$ cat config.mk
export PLATFORM = sky130hd
export DESIGN_NAME = spi_slave_core
export DESIGN_NICKNAME = d
export VERILOG_FILES = /design/src/rtl/spi_slave_core.sv
export SDC_FILE = /design/constraint.sdc
export NUM_CORES = 1
export LEC_CHECK = 0
export ABC_AREA = 1
export CAP_MARGIN = 20
export CORE_ASPECT_RATIO = 0.5
export CORE_UTILIZATION = 54
export DETAILED_ROUTE_END_ITERATION = 8
export PLACE_DENSITY = 0.76
export SYNTH_ARGS = -nofsm -noshare
export SYNTH_HDL_FRONTEND = slang
export SYNTH_SLANG_ARGS = --single-unit
$ cat constraint.sdc
create_clock -name clk -period 1.4 [get_ports clk]
set_input_delay 0.14 -clock clk [delete_from_list [all_inputs] [get_ports clk]]
set_output_delay 0.14 -clock clk [all_outputs]
set_load 0.05 [all_outputs]
$ cat src/rtl/spi_slave_core.sv
// rtl/spi_slave_core.sv - SPI peripheral endpoint, all CPOL/CPHA modes, MSB first, oversampled into clk.
// Macro SPI_SLAVE_LOOPBACK_EN: when defined the default tx word echoes rx_data, otherwise all ones.
module spi_slave_core #(
   parameter int DATA_W      = 8,
   parameter int SYNC_STAGES = 2
) (
   input  logic              clk,
   input  logic              reset,
   input  logic              polarity,
   input  logic              phase,
   input  logic              spi_clk,
   input  logic              cs,
   input  logic              mosi,
   output logic              miso,
   input  logic [DATA_W-1:0] tx_data,
   input  logic              tx_load,
   output logic              tx_ready,
   output logic [DATA_W-1:0] rx_data,
   output logic              rx_valid,
   input  logic              rx_ack,
   output logic              rx_overrun,
   output logic              frame_err
);
   localparam int CNT_W = $clog2(DATA_W + 1);
   localparam logic [CNT_W-1:0] LAST_BIT = CNT_W'(DATA_W - 1);

   typedef enum logic [1:0] {IDLE, SHIFT, DONE, WAIT_CS} state_t;
   state_t r_state, w_next;

   logic [SYNC_STAGES-1:0] r_clk_sync, r_cs_sync, r_mosi_sync;
   logic                   r_clk_d;
   logic                   w_s_clk, w_s_cs, w_s_mosi;
   logic                   w_rise, w_fall, w_lead, w_trail, w_sample, w_shift;

   logic                   r_cpol, r_cpha;
   logic [CNT_W-1:0]       r_cnt;
   logic [DATA_W-1:0]      r_rx_shift, r_tx_shift, r_tx_pend, r_rx_data;
   logic                   r_tx_valid, r_rx_valid, r_overrun, r_frame_err, r_miso;
   logic [DATA_W-1:0]      w_tx_default, w_tx_word;

   always_ff @(posedge clk) begin
      if (reset) begin
         r_clk_sync  <= {SYNC_STAGES{polarity}};
         r_cs_sync   <= '1;
         r_mosi_sync <= '0;
         r_clk_d     <= polarity;
      end else begin
         r_clk_sync  <= {r_clk_sync[SYNC_STAGES-2:0], spi_clk};
         r_cs_sync   <= {r_cs_sync[SYNC_STAGES-2:0], cs};
         r_mosi_sync <= {r_mosi_sync[SYNC_STAGES-2:0], mosi};
         r_clk_d     <= w_s_clk;
      end
   end

   assign w_s_clk  = r_clk_sync[SYNC_STAGES-1];
   assign w_s_cs   = r_cs_sync[SYNC_STAGES-1];
   assign w_s_mosi = r_mosi_sync[SYNC_STAGES-1];

   // Leading/trailing depend on idle level; sample/shift then pick per CPHA.
   assign w_rise   = w_s_clk & ~r_clk_d;
   assign w_fall   = ~w_s_clk & r_clk_d;
   assign w_lead   = r_cpol ? w_fall : w_rise;
   assign w_trail  = r_cpol ? w_rise : w_fall;
   assign w_sample = r_cpha ? w_trail : w_lead;
   assign w_shift  = r_cpha ? w_lead : w_trail;

`ifdef SPI_SLAVE_LOOPBACK_EN
   assign w_tx_default = r_rx_data;
`else
   assign w_tx_default = '1;
`endif
   assign w_tx_word = r_tx_valid ? r_tx_pend : w_tx_default;

   always_ff @(posedge clk) begin
      if (reset) begin
         r_state <= IDLE;
      end else begin
         r_state <= w_next;
      end
   end

   always_comb begin
      w_next = r_state;
      case (r_state)
         IDLE:    if (!w_s_cs) w_next = SHIFT;
         SHIFT: begin
            if (w_s_cs) begin
               w_next = IDLE;
            end else if (w_sample && (r_cnt == LAST_BIT)) begin
               w_next = DONE;
            end
         end
         DONE:    w_next = w_s_cs ? IDLE : WAIT_CS;
         WAIT_CS: if (w_s_cs) w_next = IDLE;
         default: w_next = IDLE;
      endcase
   end

   always_ff @(posedge clk) begin
      if (reset) begin
         r_cpol      <= polarity;
         r_cpha      <= phase;
         r_cnt       <= '0;
         r_rx_shift  <= '0;
         r_tx_shift  <= '0;
         r_tx_pend   <= '0;
         r_tx_valid  <= 1'b0;
         r_rx_data   <= '0;
         r_rx_valid  <= 1'b0;
         r_overrun   <= 1'b0;
         r_frame_err <= 1'b0;
         r_miso      <= 1'b1;
      end else begin
         r_overrun   <= 1'b0;
         r_frame_err <= 1'b0;
         if (rx_ack) r_rx_valid <= 1'b0;
         case (r_state)
            IDLE: begin
               r_cpol <= polarity;
               r_cpha <= phase;
               r_miso <= 1'b1;
               if (!w_s_cs) begin
                  // A tx_load coinciding with the frame start loses to the default word.
                  r_cnt      <= '0;
                  r_rx_shift <= '0;
                  r_tx_valid <= 1'b0;
                  if (!phase) begin
                     r_miso     <= w_tx_word[DATA_W-1];
                     r_tx_shift <= {w_tx_word[DATA_W-2:0], 1'b1};
                  end else begin
                     r_tx_shift <= w_tx_word;
                  end
               end else if (tx_load && !r_tx_valid) begin
                  r_tx_pend  <= tx_data;
                  r_tx_valid <= 1'b1;
               end
            end
            SHIFT: begin
               if (w_s_cs) begin
                  r_frame_err <= (r_cnt != '0);
                  r_miso      <= 1'b1;
               end else begin
                  if (w_sample) begin
                     r_rx_shift <= {r_rx_shift[DATA_W-2:0], w_s_mosi};
                     r_cnt      <= r_cnt + 1'b1;
                  end
                  if (w_shift) begin
                     r_miso     <= r_tx_shift[DATA_W-1];
                     r_tx_shift <= {r_tx_shift[DATA_W-2:0], 1'b1};
                  end
               end
            end
            DONE: begin
               r_rx_data  <= r_rx_shift;
               r_rx_valid <= 1'b1;
               r_overrun  <= r_rx_valid & ~rx_ack;
               r_miso     <= 1'b1;
            end
            default: r_miso <= 1'b1;
         endcase
      end
   end

   assign miso       = r_miso | w_s_cs;
   assign tx_ready   = (r_state == IDLE) && !r_tx_valid;
   assign rx_data    = r_rx_data;
   assign rx_valid   = r_rx_valid;
   assign rx_overrun = r_overrun;
   assign frame_err  = r_frame_err;

endmodule
==> Yosys cells after proc, flatten, opt, wreduce, memory -nomap -nowiden <==
Index checks and enable logic that the tools add are counted.
{ "totals": {"reg_bits": 52, "wordCells": 95} }
{ "classes": {"n_bitwise": 10, "mux": 39, "addsub": 1, "reduce_logical": 16, "n_eq_ne": 12} }
{ "ops": {"columns": ["operator", "n"], "rows": [
  ["$mux 8", 8],
  ["$pmux 8 s2", 2],
  ["$mux 1", 17],
  ["$mux 2", 6],
  ["$mux 4", 3],
  ["$ne 2x2->1 const B", 5],
  ["$pmux 2 s4", 1],
  ["$pmux 4 s2", 1],
  ["$reduce_and 4->1", 2],
  ["$ne 3x3->1 const B", 2],
  ["$not 1->1", 6],
  ["$reduce_and 3->1", 2],
  ["$reduce_bool 2->1", 3],
  ["$add 4x1->4 const B", 1],
  ["$eq 2x2->1 const B", 2],
  ["$eq 4x3->1 const B", 1],
  ["$reduce_bool 4->1", 1],
  ["$and 1x1->1", 3],
  ["$logic_and 1x1->1", 3],
  ["$reduce_or 3->1", 1],
  ["$eq 2x1->1 const B", 1],
  ["$logic_not 2->1", 1],
  ["$ne 2x1->1 const B", 1],
  ["$pmux 1 s2", 1],
  ["4 further kinds", 4]
]} }

==> Depth between registers and ports, before layout <==
{ "depth": {"depth_word": 8, "depth_mapped": 10, "ltp_nobuf": 9} }

==> Least setup slack after synthesis <==
OpenSTA, ideal clock, no wires.
{ "synth_path": {"kind": "register to register", "start": "register r_state[0]", "end": "register r_tx_pend[4]", "n_path_buf": 1, "setup_time_ns": 0.117, "stages_incl_launch_ff": 8, "t_arrival_ns": 1.479, "path_slack_ns": -0.196, "period_less_slack_ns": 1.596, "path_cell_list": "dfxtp_1 -> inv_1 -> nand2_2 -> nor2_2 -> nand3_2 -> buf_6 -> o21ai_1 -> a21oi_1"} }
{ "synth_via": {"elab_chain_len": 2} }
{ "synth_lines": {"columns": ["item", "line", "rtl"], "rows": [
  ["start: declaration", "28", "state_t r_state, w_next;"],
  ["start signal: assignment", "78", "r_state <= w_next;"],
  ["$logic_not 2->1", "117", "case (r_state)"],
  ["$reduce_and 3->1 (no line)", null, null],
  ["end signal: assignment", "134", "r_tx_pend <= tx_data;"],
  ["end: declaration", "37", "logic [DATA_W-1:0] r_rx_shift, r_tx_shift, r_tx_pend, r_rx_data;"]
]} }
Every way passes these cells.
A chain may end at the register's enable or synchronous reset.

==> Worst setup path after layout <==
{ "layout_path": {"start": "register r_state[0]", "end": "output port tx_ready"} }
{ "layout_via": {"elab_chain_len": 2} }
{ "layout_lines": {"columns": ["item", "line", "rtl"], "rows": [
  ["$logic_not 2->1", "165", "assign tx_ready = (r_state == IDLE) && !r_tx_valid;"],
  ["$logic_and 1x1->1", "165", null],
  ["end: declaration", "17", "output logic tx_ready,"]
]} }
Every way passes these cells.

==> impl_metrics.json <==
{
  "dr.pass1.iters": 5,
  "multiInputGateArea_um2": 1100,
  "r2r-end": "r_rx_shift[7]",
  "crit_type": "register to primary output",
  "p_total_uw": 2900,
  "fmax_mhz": 744,
  "ant_nets": 0,
  "post_synth.cell_area_avg_um2": 7.11,
  "whs_ns": 0.339,
  "cts_buffer_depth": 2,
  "grt-ovfl-total": 0,
  "yosysSeqAreaShare_pct": 45.0,
  "vias": 2150,
  "start_util_pct": 58.4,
  "startpoint_type": "register",
  "syn-num-nets": 351,
  "crit_fanout": 4,
  "design.core.area_um2": 4040,
  "hold_depth": 3,
  "reg2reg_from": "r_cpol",
  "avgViaCountPerCell": 5.16,
  "slew_headroom_pct": 84.2,
  "ys_types": 23,
  "fill_cells": 350,
  "synth_area_um2": 2360,
  "cts_buffers": 5,
  "hold_end": "r_mosi_sync[0]",
  "antennaDiodeCount": 0,
  "ys_warn_count": 0,
  "syn_inst": 332,
  "die_width_um": 95.5,
  "rsz0062_at_grt": "true",
  "place_area_um2": 2720,
  "track_usage_pct": 23.1,
  "regArea_um2": 1060,
  "wirelength_mm": 4.95,
  "clkSlewWorstSetupHoldPaths_ns": 0.10,
  "status": "completed",
  "stdcell_area_um2": 2830,
  "postCtsSetupRepairBufs": 0,
  "drcViolationCount": 0,
  "synth_seq_cells": 52,
  "worst_pin_slew_ns": 0.237,
  "grt_max_degree": 27,
  "hold_start": "mosi",
  "gp_congestion": 0.831,
  "grt_pass1_vias": 1960,
  "placed_cells": 409,
  "dieArea_um2": 4650,
  "max-cap-violations": 0,
  "fin_crit_ns": 1.34,
  "drt_iter0_drc": 90,
  "portBuffers": 29,
  "clock_latency_ns": 0.32,
  "slew_viol_final": 0,
  "ir_worst_vdd_mv": 0.659,
  "finClkSkew_ns": 0.00592,
  "rr_worst_depth": 7,
  "p_per_area_nw_per_um2": 1020,
  "rows": 16,
  "hold_class": "input port to register",
  "grt_first_pass_wirelength_mm": 8.25,
  "arrival_ns": 1.20,
  "cts_tree": "built",
  "power_leakage_uw": 0.00128,
  "cts-root-buf": "clkbuf_8",
  "hpwl_mm": 3.50,
  "fin_cells": 417,
  "htree_levels": 2,
  "setup_violations": 0,
  "antenna_found_initial": 0,
  "die_h_um": 48.7,
  "worst_ep_required_time_ns": 1.26,
  "cts_num_sinks": 52,
  "endpoint_kind": "primary output",
  "hold_violations": 0,
  "syn2layout_area_growth_pct": 20.1,
  "ioPinCount": 30,
  "reg2reg_slack_ns": 0.08,
  "routedWlPerCell_um": 11.9,
  "drive_above_1_share_pct": 15.4,
  "nets": 381,
  "fin_crit_sh_pct": 96.0
}
layout by cell type (no fill, tap or decap), drive strengths merged:
master and instances:
nand2 67, a31oi 2, edfxtp 2, nand3b 1, inv 29, clkinv 2, clkdlybuf4s50 16, nand3 41
dfxtp 50, o21ai 21, buf 24, clkbuf 5, a21oi 30, or2 4, ha 2, nor2 67
cells in the mapped netlist:
library cell	n	area, um2
o21ai_1	1	5.00
buf_2	10	50.1
nand3_1	39	195
nand2_1	62	233
inv_2	3	11.3
nand3b_1	1	7.51
a21oi_2	2	17.5
nor2_1	65	244
clkbuf_4	1	7.51
nand2_2	5	31.3
edfxtp_1	2	60.1
or2_2	4	25.0
o21ai_2	2	17.5
o21ai_0	18	90.1
dfxtp_1	50	1000
buf_6	4	45.0
a21oi_1	28	140
inv_1	25	93.8
ha_1	2	25.0
nor2_2	2	12.5
nand3_2	2	20.0
a31oi_1	2	12.5
buf_4	2	15.0
worst max-delay path by stage:
stage | startpoint | endpoint | slack, ns | cells past startpoint
2_1_floorplan | r_state[0] | r_tx_pend[4] | 0.01 | 7
3_3_place_gp | phase | r_tx_shift[6] | 0.02 | 8
3_5_place_dp | r_state[0] | r_tx_pend[1] | -0.005 | 6
4_1_cts | r_cs_sync[1] | miso | 0.02 | 2
5_1_grt | r_cpol | r_cnt[2] | -0.04 | 9
6_report | r_state[0] | tx_ready | 0.06 | 4
state kept, by name (all words and copies together), names as in the netlist:
register and count:
frame_err 1, r_clk_d 1, r_clk_sync 2, r_cnt 4, r_cpha 1, r_cpol 1
r_cs_sync 2, r_miso 1, r_mosi_sync 2, r_rx_shift 8, r_state 2, r_tx_pend 8
r_tx_shift 8, r_tx_valid 1, rx_data 8, rx_overrun 1, rx_valid 1
routing by layer:
layer / vias up / part of all wire, % / GRT usage (%)
met4: 0 / 0.50 / 5.97
met3: 2 / 5.7 / 5.82
met1: 973 / 48 / 28.1
li1: 1120 / - / -
met2: 55 / 46 / 40.8
met5: - / 0 / 0
layout make-up:
| type | instances | share of cell area (%) |
|---|---|---|
| Clock buffer | 5 | 2.43 |
| Clock inverter | 3 | 0.795 |
| Inverter | 28 | 3.71 |
| Multi-Input combinational cell | 235 | 38.7 |
| Sequential cell | 52 | 37.5 |
| Tap cell | 54 | 2.38 |
| Timing Repair Buffer | 40 | 14.5 |
where the power goes:
group          switching (uW)  leakage [uW]  internal [uW]  total (uW)
logic                     225      0.000800            182         407
clock network             527     0.0000485            359         885
registers                50.0      0.000430           1560        1610
metrics by stage:
stage	utilization (%)	worst slack [ns]	setup TNS, ns
after floorplan	-	0.0140	0
final	70.1	0.0558	0
after detailed placement	67.3	-0.00483	-0.00483
after global routing	70.1	-0.0425	-0.0869
after CTS	69.7	0.0179	0
after global placement	67.3	0.0223	0
cells by family (layout without fill, tap and decap cells):
kind of cell | after synthesis | count (layout) | share of synthesized area, %
AND/OR/NAND/NOR | 180 | 180 | 32.6
flip-flops | 52 | 52 | 45.0
buffers and inverters | 45 | 76 | 9.44
adder cells (fa/ha/maj) | 2 | 2 | 1.06
AO/OA/AOI/OAI | 53 | 53 | 12.0
worst max-delay path, cell delays in order, from the launching register on:
cell,delay [ns]
dfxtp_1,0.36
inv_1,0.11
nand2_2,0.11
nor2_4,0.16
buf_12,0.15
timing repair:
item	in CTS	in global routing
pin swaps	0	0
resized for setup	1	11
endpoints found under the setup margin	4	21
hold endpoints to repair	0	0
hold buffers	0	0
No activity file was read; power rests on OpenSTA's default activity.
